### src/rtl/mem_req_arbiter_pkg.sv
// Shared definitions for the memory request arbiter.
// Requester ID encodings, SRAM-like size encodings, the FIFO entry payload,
// the downstream command bundle and the grant-lock state encoding.
package mem_req_arbiter_pkg;

    localparam logic REQ_ID_INST = 1'b0;
    localparam logic REQ_ID_DATA = 1'b1;

    localparam logic [1:0] SIZE_B = 2'd0;
    localparam logic [1:0] SIZE_H = 2'd1;
    localparam logic [1:0] SIZE_W = 2'd2;

    localparam int unsigned ADDR_W = 32;
    localparam int unsigned DATA_W = 32;
    localparam int unsigned STRB_W = 4;

    // One outstanding transaction: who owns the return, and whether to drop it.
    typedef struct packed {
        logic id;
        logic discard;
    } id_entry_t;

    // Request fields carried from a requester to the memory port.
    typedef struct packed {
        logic              wr;
        logic [1:0]        size;
        logic [STRB_W-1:0] wstrb;
        logic [ADDR_W-1:0] addr;
        logic [DATA_W-1:0] wdata;
    } mem_cmd_t;

    // Grant lock: idle, or holding the port for one requester until accept.
    typedef enum logic [1:0] {
        LOCK_IDLE = 2'd0,
        LOCK_INST = 2'd1,
        LOCK_DATA = 2'd2
    } lock_state_t;

endpackage

### src/rtl/mem_req_arbiter_req_id_fifo.sv
// In-order FIFO of {id, discard} tags for accepted-but-unreturned requests.
// Ports: clk, reset (async, active-high); push/push_entry, pop; mark_inst_discard
// sets discard on every stored inst entry; head, full, empty, count status.
module req_id_fifo
    import mem_req_arbiter_pkg::*;
#(
    parameter  int unsigned DEPTH = 2,
    localparam int unsigned CNT_W = $clog2(DEPTH + 1)
) (
    input  logic             clk,
    input  logic             reset,
    input  logic             push,
    input  id_entry_t        push_entry,
    input  logic             pop,
    input  logic             mark_inst_discard,
    output id_entry_t        head,
    output logic             full,
    output logic             empty,
    output logic [CNT_W-1:0] count
);

    localparam int unsigned PTR_W = $clog2(DEPTH);

    id_entry_t        slots [DEPTH];
    logic [PTR_W-1:0] rd_ptr;
    logic [PTR_W-1:0] wr_ptr;
    logic             do_push;
    logic             do_pop;

    assign full    = (count == CNT_W'(DEPTH));
    assign empty   = (count == '0);
    assign do_push = push & ~full;
    assign do_pop  = pop & ~empty;
    assign head    = slots[rd_ptr];

    // Storage and pointers; DEPTH is a power of two so pointers wrap naturally.
    // Marking stale (unoccupied) inst slots is harmless: a push overwrites them.
    always_ff @(posedge clk or posedge reset) begin
        if (reset) begin
            rd_ptr <= '0;
            wr_ptr <= '0;
            count  <= '0;
            for (int i = 0; i < int'(DEPTH); i++) begin
                slots[i] <= '0;
            end
        end else begin
            if (mark_inst_discard) begin
                for (int i = 0; i < int'(DEPTH); i++) begin
                    if (slots[i].id == REQ_ID_INST) begin
                        slots[i].discard <= 1'b1;
                    end
                end
            end
            if (do_push) begin
                slots[wr_ptr] <= push_entry;
                wr_ptr        <= wr_ptr + PTR_W'(1);
            end
            if (do_pop) begin
                rd_ptr <= rd_ptr + PTR_W'(1);
            end
            case ({do_push, do_pop})
                2'b10:   count <= count + CNT_W'(1);
                2'b01:   count <= count - CNT_W'(1);
                default: count <= count;
            endcase
        end
    end

endmodule

### src/rtl/mem_req_arbiter.sv
// Shares one SRAM-like memory port between instruction fetch and data access.
// Data has fixed priority; an offered request keeps the grant until accepted.
// Returns are steered by an in-order ID FIFO; cancelled fetch returns are dropped.
// Ports: clk, reset; inst_* and data_* requester handshakes (req/addr_ok/data_ok);
// mem_* downstream port; inst_cancel discards pending fetch returns;
// proto_err flags a return with nothing outstanding (sticky).
module mem_req_arbiter
    import mem_req_arbiter_pkg::*;
#(
    parameter int unsigned DEPTH = 2
) (
    input  logic        clk,
    input  logic        reset,
    input  logic        inst_req,
    input  logic        inst_wr,
    input  logic [1:0]  inst_size,
    input  logic [3:0]  inst_wstrb,
    input  logic [31:0] inst_addr,
    input  logic [31:0] inst_wdata,
    output logic        inst_addr_ok,
    output logic        inst_data_ok,
    output logic [31:0] inst_rdata,
    input  logic        inst_cancel,
    input  logic        data_req,
    input  logic        data_wr,
    input  logic [1:0]  data_size,
    input  logic [3:0]  data_wstrb,
    input  logic [31:0] data_addr,
    input  logic [31:0] data_wdata,
    output logic        data_addr_ok,
    output logic        data_data_ok,
    output logic [31:0] data_rdata,
    output logic        mem_req,
    output logic        mem_wr,
    output logic [1:0]  mem_size,
    output logic [3:0]  mem_wstrb,
    output logic [31:0] mem_addr,
    output logic [31:0] mem_wdata,
    input  logic        mem_addr_ok,
    input  logic        mem_data_ok,
    input  logic [31:0] mem_rdata,
    output logic        proto_err
);

    localparam int unsigned CNT_W = $clog2(DEPTH + 1);

    lock_state_t      lock_q;
    lock_state_t      lock_next;
    logic             cancel_lock_q;
    logic             cancel_lock_next;
    logic             gnt_valid;
    logic             gnt_id;
    logic             gnt_req;
    logic             accept;
    logic             ret_valid;
    mem_cmd_t         inst_cmd;
    mem_cmd_t         data_cmd;
    mem_cmd_t         mem_cmd;
    id_entry_t        push_entry;
    id_entry_t        head;
    logic             fifo_full;
    logic             fifo_empty;
    logic [CNT_W-1:0] fifo_count;

    assign inst_cmd = '{wr: inst_wr, size: inst_size, wstrb: inst_wstrb,
                        addr: inst_addr, wdata: inst_wdata};
    assign data_cmd = '{wr: data_wr, size: data_size, wstrb: data_wstrb,
                        addr: data_addr, wdata: data_wdata};

    // Grant selection: a held lock wins, otherwise data before inst.
    // Everything is forced quiet while reset is held.
    always_comb begin
        gnt_valid = 1'b0;
        gnt_id    = REQ_ID_INST;
        gnt_req   = 1'b0;
        if (!reset) begin
            if (lock_q == LOCK_INST) begin
                gnt_valid = 1'b1;
                gnt_id    = REQ_ID_INST;
            end else if (lock_q == LOCK_DATA) begin
                gnt_valid = 1'b1;
                gnt_id    = REQ_ID_DATA;
            end else if (data_req) begin
                gnt_valid = 1'b1;
                gnt_id    = REQ_ID_DATA;
            end else if (inst_req) begin
                gnt_valid = 1'b1;
                gnt_id    = REQ_ID_INST;
            end
            gnt_req = gnt_valid & ((gnt_id == REQ_ID_DATA) ? data_req : inst_req);
        end
    end

    always_comb begin
        mem_cmd = '0;
        if (gnt_valid) begin
            mem_cmd = (gnt_id == REQ_ID_DATA) ? data_cmd : inst_cmd;
        end
    end

    assign mem_req   = gnt_req & ~fifo_full;
    assign mem_wr    = mem_cmd.wr;
    assign mem_size  = mem_cmd.size;
    assign mem_wstrb = mem_cmd.wstrb;
    assign mem_addr  = mem_cmd.addr;
    assign mem_wdata = mem_cmd.wdata;

    assign accept       = mem_req & mem_addr_ok;
    assign data_addr_ok = accept & (gnt_id == REQ_ID_DATA);
    assign inst_addr_ok = accept & (gnt_id == REQ_ID_INST);

    // A fetch accepted during or after a cancel is born discarded.
    assign push_entry.id      = gnt_id;
    assign push_entry.discard = (gnt_id == REQ_ID_INST) & (inst_cancel | cancel_lock_q);

    // Return steering from the FIFO head; a return with nothing queued is an error.
    assign ret_valid    = ~reset & mem_data_ok & ~fifo_empty;
    assign data_data_ok = ret_valid & (head.id == REQ_ID_DATA);
    assign inst_data_ok = ret_valid & (head.id == REQ_ID_INST) & ~head.discard;
    assign data_rdata   = data_data_ok ? mem_rdata : '0;
    assign inst_rdata   = inst_data_ok ? mem_rdata : '0;

    // Lock and cancel-lock next state.
    always_comb begin
        lock_next        = lock_q;
        cancel_lock_next = cancel_lock_q;
        if (accept) begin
            lock_next = LOCK_IDLE;
        end else if (mem_req) begin
            lock_next = (gnt_id == REQ_ID_DATA) ? LOCK_DATA : LOCK_INST;
        end
        if (accept && (gnt_id == REQ_ID_INST)) begin
            cancel_lock_next = 1'b0;
        end else if (inst_cancel && (lock_q == LOCK_INST) && !accept) begin
            cancel_lock_next = 1'b1;
        end
    end

    always_ff @(posedge clk or posedge reset) begin
        if (reset) begin
            lock_q        <= LOCK_IDLE;
            cancel_lock_q <= 1'b0;
            proto_err     <= 1'b0;
        end else begin
            lock_q        <= lock_next;
            cancel_lock_q <= cancel_lock_next;
            if (mem_data_ok && (fifo_count == '0)) begin
                proto_err <= 1'b1;
            end
        end
    end

    req_id_fifo #(
        .DEPTH (DEPTH)
    ) u_fifo (
        .clk               (clk),
        .reset             (reset),
        .push              (accept),
        .push_entry        (push_entry),
        .pop               (ret_valid),
        .mark_inst_discard (inst_cancel),
        .head              (head),
        .full              (fifo_full),
        .empty             (fifo_empty),
        .count             (fifo_count)
    );

endmodule

### config.mk
export PLATFORM = sky130hd
export DESIGN_NAME = mem_req_arbiter
export DESIGN_NICKNAME = d
export VERILOG_FILES = /design/src/rtl/mem_req_arbiter_pkg.sv /design/src/rtl/mem_req_arbiter_req_id_fifo.sv /design/src/rtl/mem_req_arbiter.sv
export SDC_FILE = /design/constraint.sdc
export NUM_CORES = 1
export LEC_CHECK = 0
export CAP_MARGIN = 10
export CORE_AREA = 3 3 125 127
export CTS_BUF_LIST = sky130_fd_sc_hd__clkbuf_16
export CTS_CLUSTER_SIZE = 12
export DETAILED_ROUTE_END_ITERATION = 7
export DIE_AREA = 0 0 128 130
export DONT_BUFFER_PORTS = 1
export GPL_ROUTABILITY_DRIVEN = 1
export PLACE_DENSITY = 0.41
export SLEW_MARGIN = 15
export SYNTH_ARGS = -nofsm -noshare
export SYNTH_HDL_FRONTEND = slang
export SYNTH_SLANG_ARGS = --single-unit
### constraint.sdc
create_clock -name clk -period 1.7 [get_ports clk]
set_input_delay 0.255 -clock clk [delete_from_list [all_inputs] [get_ports clk]]
set_output_delay 0.255 -clock clk [all_outputs]
set_load 0.02 [all_outputs]
# Word level (Yosys, flattened, before mapping)
# Index checks and enable logic that the tools add are counted.
# word_totals
out_inout_bits	141
inputBits	181
ff_bits	12
# classes
bitwise_logic	22
addsub	4
n_eq_ne	5
reduce_logical	10
mux	34
order_cmp	3
# op_table
operator	n
2-to-1 mux 71 bit	2
2-to-1 mux 32 bit	2
2-to-1 mux 1 bit	19
2-to-1 mux 2 bit	7
AND 1 bit	13
== test 2 bit, second input constant	3
inverter 1 bit	6
nonzero test 2 bit	3
logical AND 1 bit	5
bitwise mux 4 bit	1
== test 2 x 1 -> 1 bit, second input constant	2
>= comparator 2 bit, second input constant	2
inverter 1 -> 2 bit	2
one-hot mux 2 bit (2 select lines)	1
2-to-1 mux 3 bit	1
adder 1 bit, second input constant	2
adder 2 x 1 -> 2 bit, second input constant	1
demux 2 bit (select 1 bit)	1
logical NOT 2 bit	1
< comparator 2 x 1 -> 1 bit, second input constant	1
subtractor 2 x 1 -> 2 bit, second input constant	1
logical NOT 1 bit	1
OR 1 bit	1

# Logic depth before layout (Yosys ltp)
# logic_depth
word_depth	13
mapped_depth	8
depth_no_buf	7

# Modules after synthesis
# From an unflattened synthesis, not the netlist that was laid out.
# unflattened
cells_unflattened	379
area_unflattened_um2	2215.9
# modules_own_cells
mod	area_per_inst_um2	cells_each	n_inst	seq_area_each_um2
mem_req_arbiter	1804.2	344	1	100.1
req_id_fifo	411.6	35	1	200.2

# Least setup slack after synthesis
# No wires, ideal clock.
# synth_path
path_type	register to output
startpoint	register lock_q[1]
endpoint	output port mem_addr[0]
path_buffers	2
setup_slack_ps	-95
t_required_ps	1445
stages_incl_launch_ff	7
t_arrival_ps	1540
path_cell_list	dfrtp_1 inv_1 maj3_1 buf_2 clkbuf_1 o21ai_0 a21oi_1
# synth_via
elab_chain_cells	7
word_cells_on_any_way	12
cone_classes	eq/ne: 2; mux: 10
# synth_rtl
item	line_no	rtl
start: declaration	mem_req_arbiter.sv:47	lock_state_t lock_q;
start signal: assignment	mem_req_arbiter.sv:145	lock_q <= lock_next;
== test 2 bit	mem_req_arbiter.sv:80	end else if (lock_q == LOCK_DATA) begin
2-to-1 mux 1 bit	mem_req_arbiter.sv:80	
2-to-1 mux 1 bit	mem_req_arbiter.sv:77	if (lock_q == LOCK_INST) begin
2-to-1 mux 1 bit (2 in series)	mem_req_arbiter.sv:76	if (!reset) begin
2-to-1 mux 71 bit	mem_req_arbiter.sv:97	mem_cmd = (gnt_id == REQ_ID_DATA) ? data_cmd : inst_cmd;
2-to-1 mux 71 bit *	mem_req_arbiter.sv:96	if (gnt_valid) begin
end: declaration	mem_req_arbiter.sv:37	output logic [31:0] mem_addr,
# Every way passes the cells marked *; elsewhere a longest branch is shown, timed or not. The select of a mux whose other input is x is not followed.

# Worst setup path in the final report
# layout_path
startpoint	register lock_q[1]
endpoint	output port mem_wdata[30]
# layout_via
elab_chain_cells	7
word_cells_on_any_way	12
cone_classes	eq/ne: 2; mux: 10
# layout_rtl
item	line_no	rtl
== test 2 bit	mem_req_arbiter.sv:80	
2-to-1 mux 1 bit	mem_req_arbiter.sv:80	
2-to-1 mux 1 bit	mem_req_arbiter.sv:77	
2-to-1 mux 1 bit (2 in series)	mem_req_arbiter.sv:76	
2-to-1 mux 71 bit	mem_req_arbiter.sv:97	
2-to-1 mux 71 bit *	mem_req_arbiter.sv:96	
end: declaration	mem_req_arbiter.sv:38	output logic [31:0] mem_wdata,
# Marked as above.

==> results.yml <==
clocking:
  clock_latency_ns: 0.24
  cts-root-buf: "clkbuf_16"
  clk_pin_slew_ns: 0.05
  cts_max_level: 1
  cts_buffers: 3
  ctsHoldBuffers: 0
  cts_tree: "done"
  max-clock-path-buffers: 2
  clkSinkCount: 12
timing:
  hold_ws_ns: 0.0872
  setup_ws_ns: -0.306
  period_share: 1.18
  rsz0062_at_grt: "yes"
  tns_ns: -23.43
  fin_crit_ns: 2.01
  relSlewSlack: 0.778
  slew_viol_final: 0
  fin_worst_skew_ns: 0.00254
  hold_viol_final: 0
  setup_viol: 143
  fmaxAchievable_mhz: 498
  tightest_slew_ns: 0.333
grt:
  first_global_vias: 3285
  grt_max_degree: 80
  grt-ovfl-total: 0
  grtUsageTotal: 0.129
  grt_antenna_before_repair: 0
  grt_pass1_wl_mm: 17.3
worst_setup_path:
  path_delay_family: "adder cells"
  setup.worst_path.end_class: "output pin"
  start_kind: "flip-flop"
  cp_num_buf_inv: 3
  arrival_ns: 1.75
  critPathMaxFanout: 28
  slowest_stage: "maj3_4"
  crit_path_cell_trace: "inv_2 -> maj3_4 -> buf_12 -> o21ai_1 -> a21oi_2 -> buf_4"
  worstSetupPathType: "reg -> out"
  cpPeakStageDelay_ns: 0.42
  cp.required_ns: 1.44
yosys:
  yosysWarnings: 0
  netlist_area_um2: 2360
  syn_inst: 394
  synth_area_per_cell_um2: 5.99
  synth.yosys.seq_area_share: 0.127
  synth_edf_count: 0
  ys_seq_elements: 12
  syn-num-nets: 576
  synth_cell_types: 34
  async_flop_share: 1.00
  postSynth.topFlopCell: "dfrtp_1"
floorplanning:
  io-pin-count: 322
  coreArea_um2: 14500
  start_util: 0.162
  die_x_um: 128
  die_height_um: 130
  rows: 44
  dieArea_um2: 16600
place:
  portBuffers: 0
  pre_cts_ws_ns: -0.121
  gp_congestion: 0.716
  dp_hpwl_mm: 8.28
cells_and_area:
  syn_to_final_growth_pct: 109
  final_cell_mix: "and3_4 (64), nand3_1 (59), a21oi_4 (48)"
  final_common_cell: "and3_4"
  final_core_util: 0.340
  final_nets: 599
  n_antenna_cell: 0
  drive_gt1_frac: 0.719
  multiInputGateArea_um2: 3250
  fillers: 1412
  ff_latch_area_um2: 303
route:
  wire_per_inst_um: 24.1
  final_antenna_net_count: 0
  via_per_inst: 5.65
  routed-via-count: 3392
  drtPass1Iterations: 4
  drtIter0Drc: 126
  drcViolationCount: 0
  routed_wl_mm: 14.5
power_and_ir_drop:
  cellLeakagePower_nw: 1.54
  vdd_drop_max_mv: 0.658
  p_per_area_nw_per_um2: 1130
flow_run:
  cap_violations: 0
hold_path:
  hp-class: "in -> async"
run_status:
  status: "complete, but fails checks"
  violations: "setup timing"
==> metrics by stage <==
stage / power, W / instance area, µm² / cells
after floorplan: 0.00254 / 2640 / 394
after global placement: 0.00312 / 2970 / 553
after detailed placement: 0.00317 / 2970 / 553
after CTS: 0.00483 / 4290 / 594
after global routing: 0.00586 / 4930 / 600
final: 0.00558 / 4930 / 600
==> registers in the layout (all words and copies together), names as in the netlist <==
| register | count |
|---|---|
| cancel_lock_q | 1 |
| lock_q | 2 |
| proto_err | 1 |
| u_fifo.count | 2 |
| u_fifo.rd_ptr | 1 |
| u_fifo.slots | 4 |
| u_fifo.wr_ptr | 1 |
==> report_power, final <==
part	switching, W	internal [W]	leakage, nW
logic	0.00264	0.00196	1.37
clock network	0.000124	0.000310	0.0385
registers	0.000143	0.000400	0.134
==> cell families (layout without fill, tap and decap cells) <==
logic type	Yosys count	in the layout	synth area share
AO/OA/AOI/OAI	153	153	0.335
XOR/XNOR	6	6	0.0223
adder cells (fa/ha/maj)	3	3	0.0138
buffers and inverters	59	81	0.0970
flip-flops	12	12	0.127
multiplexers	6	6	0.0276
AND/OR/NAND/NOR	155	155	0.377
==> worst paths after layout <==
path	startpoint	end	slack (ns)	cells after the start
worst max-delay path	lock_q[1]	mem_wdata[30]	-0.31	6
worst min-delay path	reset	u_fifo.slots[2]	0.09	2
worst max register to register	lock_q[1]	lock_q[1]	-0.11	6
worst min register to register	u_fifo.slots[0]	u_fifo.slots[0]	0.55	2
max in group asynchronous	reset	lock_q[0]	1.22	3
min in group clk	mem_data_ok	proto_err	0.14	1
==> Yosys cell counts, drive strengths merged, types with 3 or more instances <==
cell    instances  area (µm²)
a21oi          75         379
and3           64         400
buf            11        48.8
clkbuf         41         154
dfrtp          12         300
inv             7        26.3
mux2            4        45.0
nand3          71         355
nor2            5        18.8
nor3b           3        32.5
o21ai          72         360
xnor2           3        26.3
xor2            3        26.3
==> what timing repair did <==
action | in CTS | in global routing
endpoints found under the setup margin | 141 | 147
endpoints found under the hold margin | 0 | 0
pin swaps | 81 | 25
buffers inserted | 24 | 9
gates cloned | 13 | 6
gates resized for setup | 219 | 119
==> area by class of cell <==
type	count	share of cell area
clock inverter	1	0.000761
multi-input combinational	323	0.659
tap	184	0.0467
inverter	7	0.00583
clock buffer	3	0.0152
timing repair buffer	70	0.211
sequential	12	0.0614
==> layer usage <==
metal  part of all wire  GRT usage  up-vias
li1                   -          -     1510
met2               0.56      0.275      216
met5                  0          0        -
met4              0.021     0.0194        0
met1               0.33      0.129     1648
met3              0.085     0.0250       18
Power figures use the tool's default switching activity.
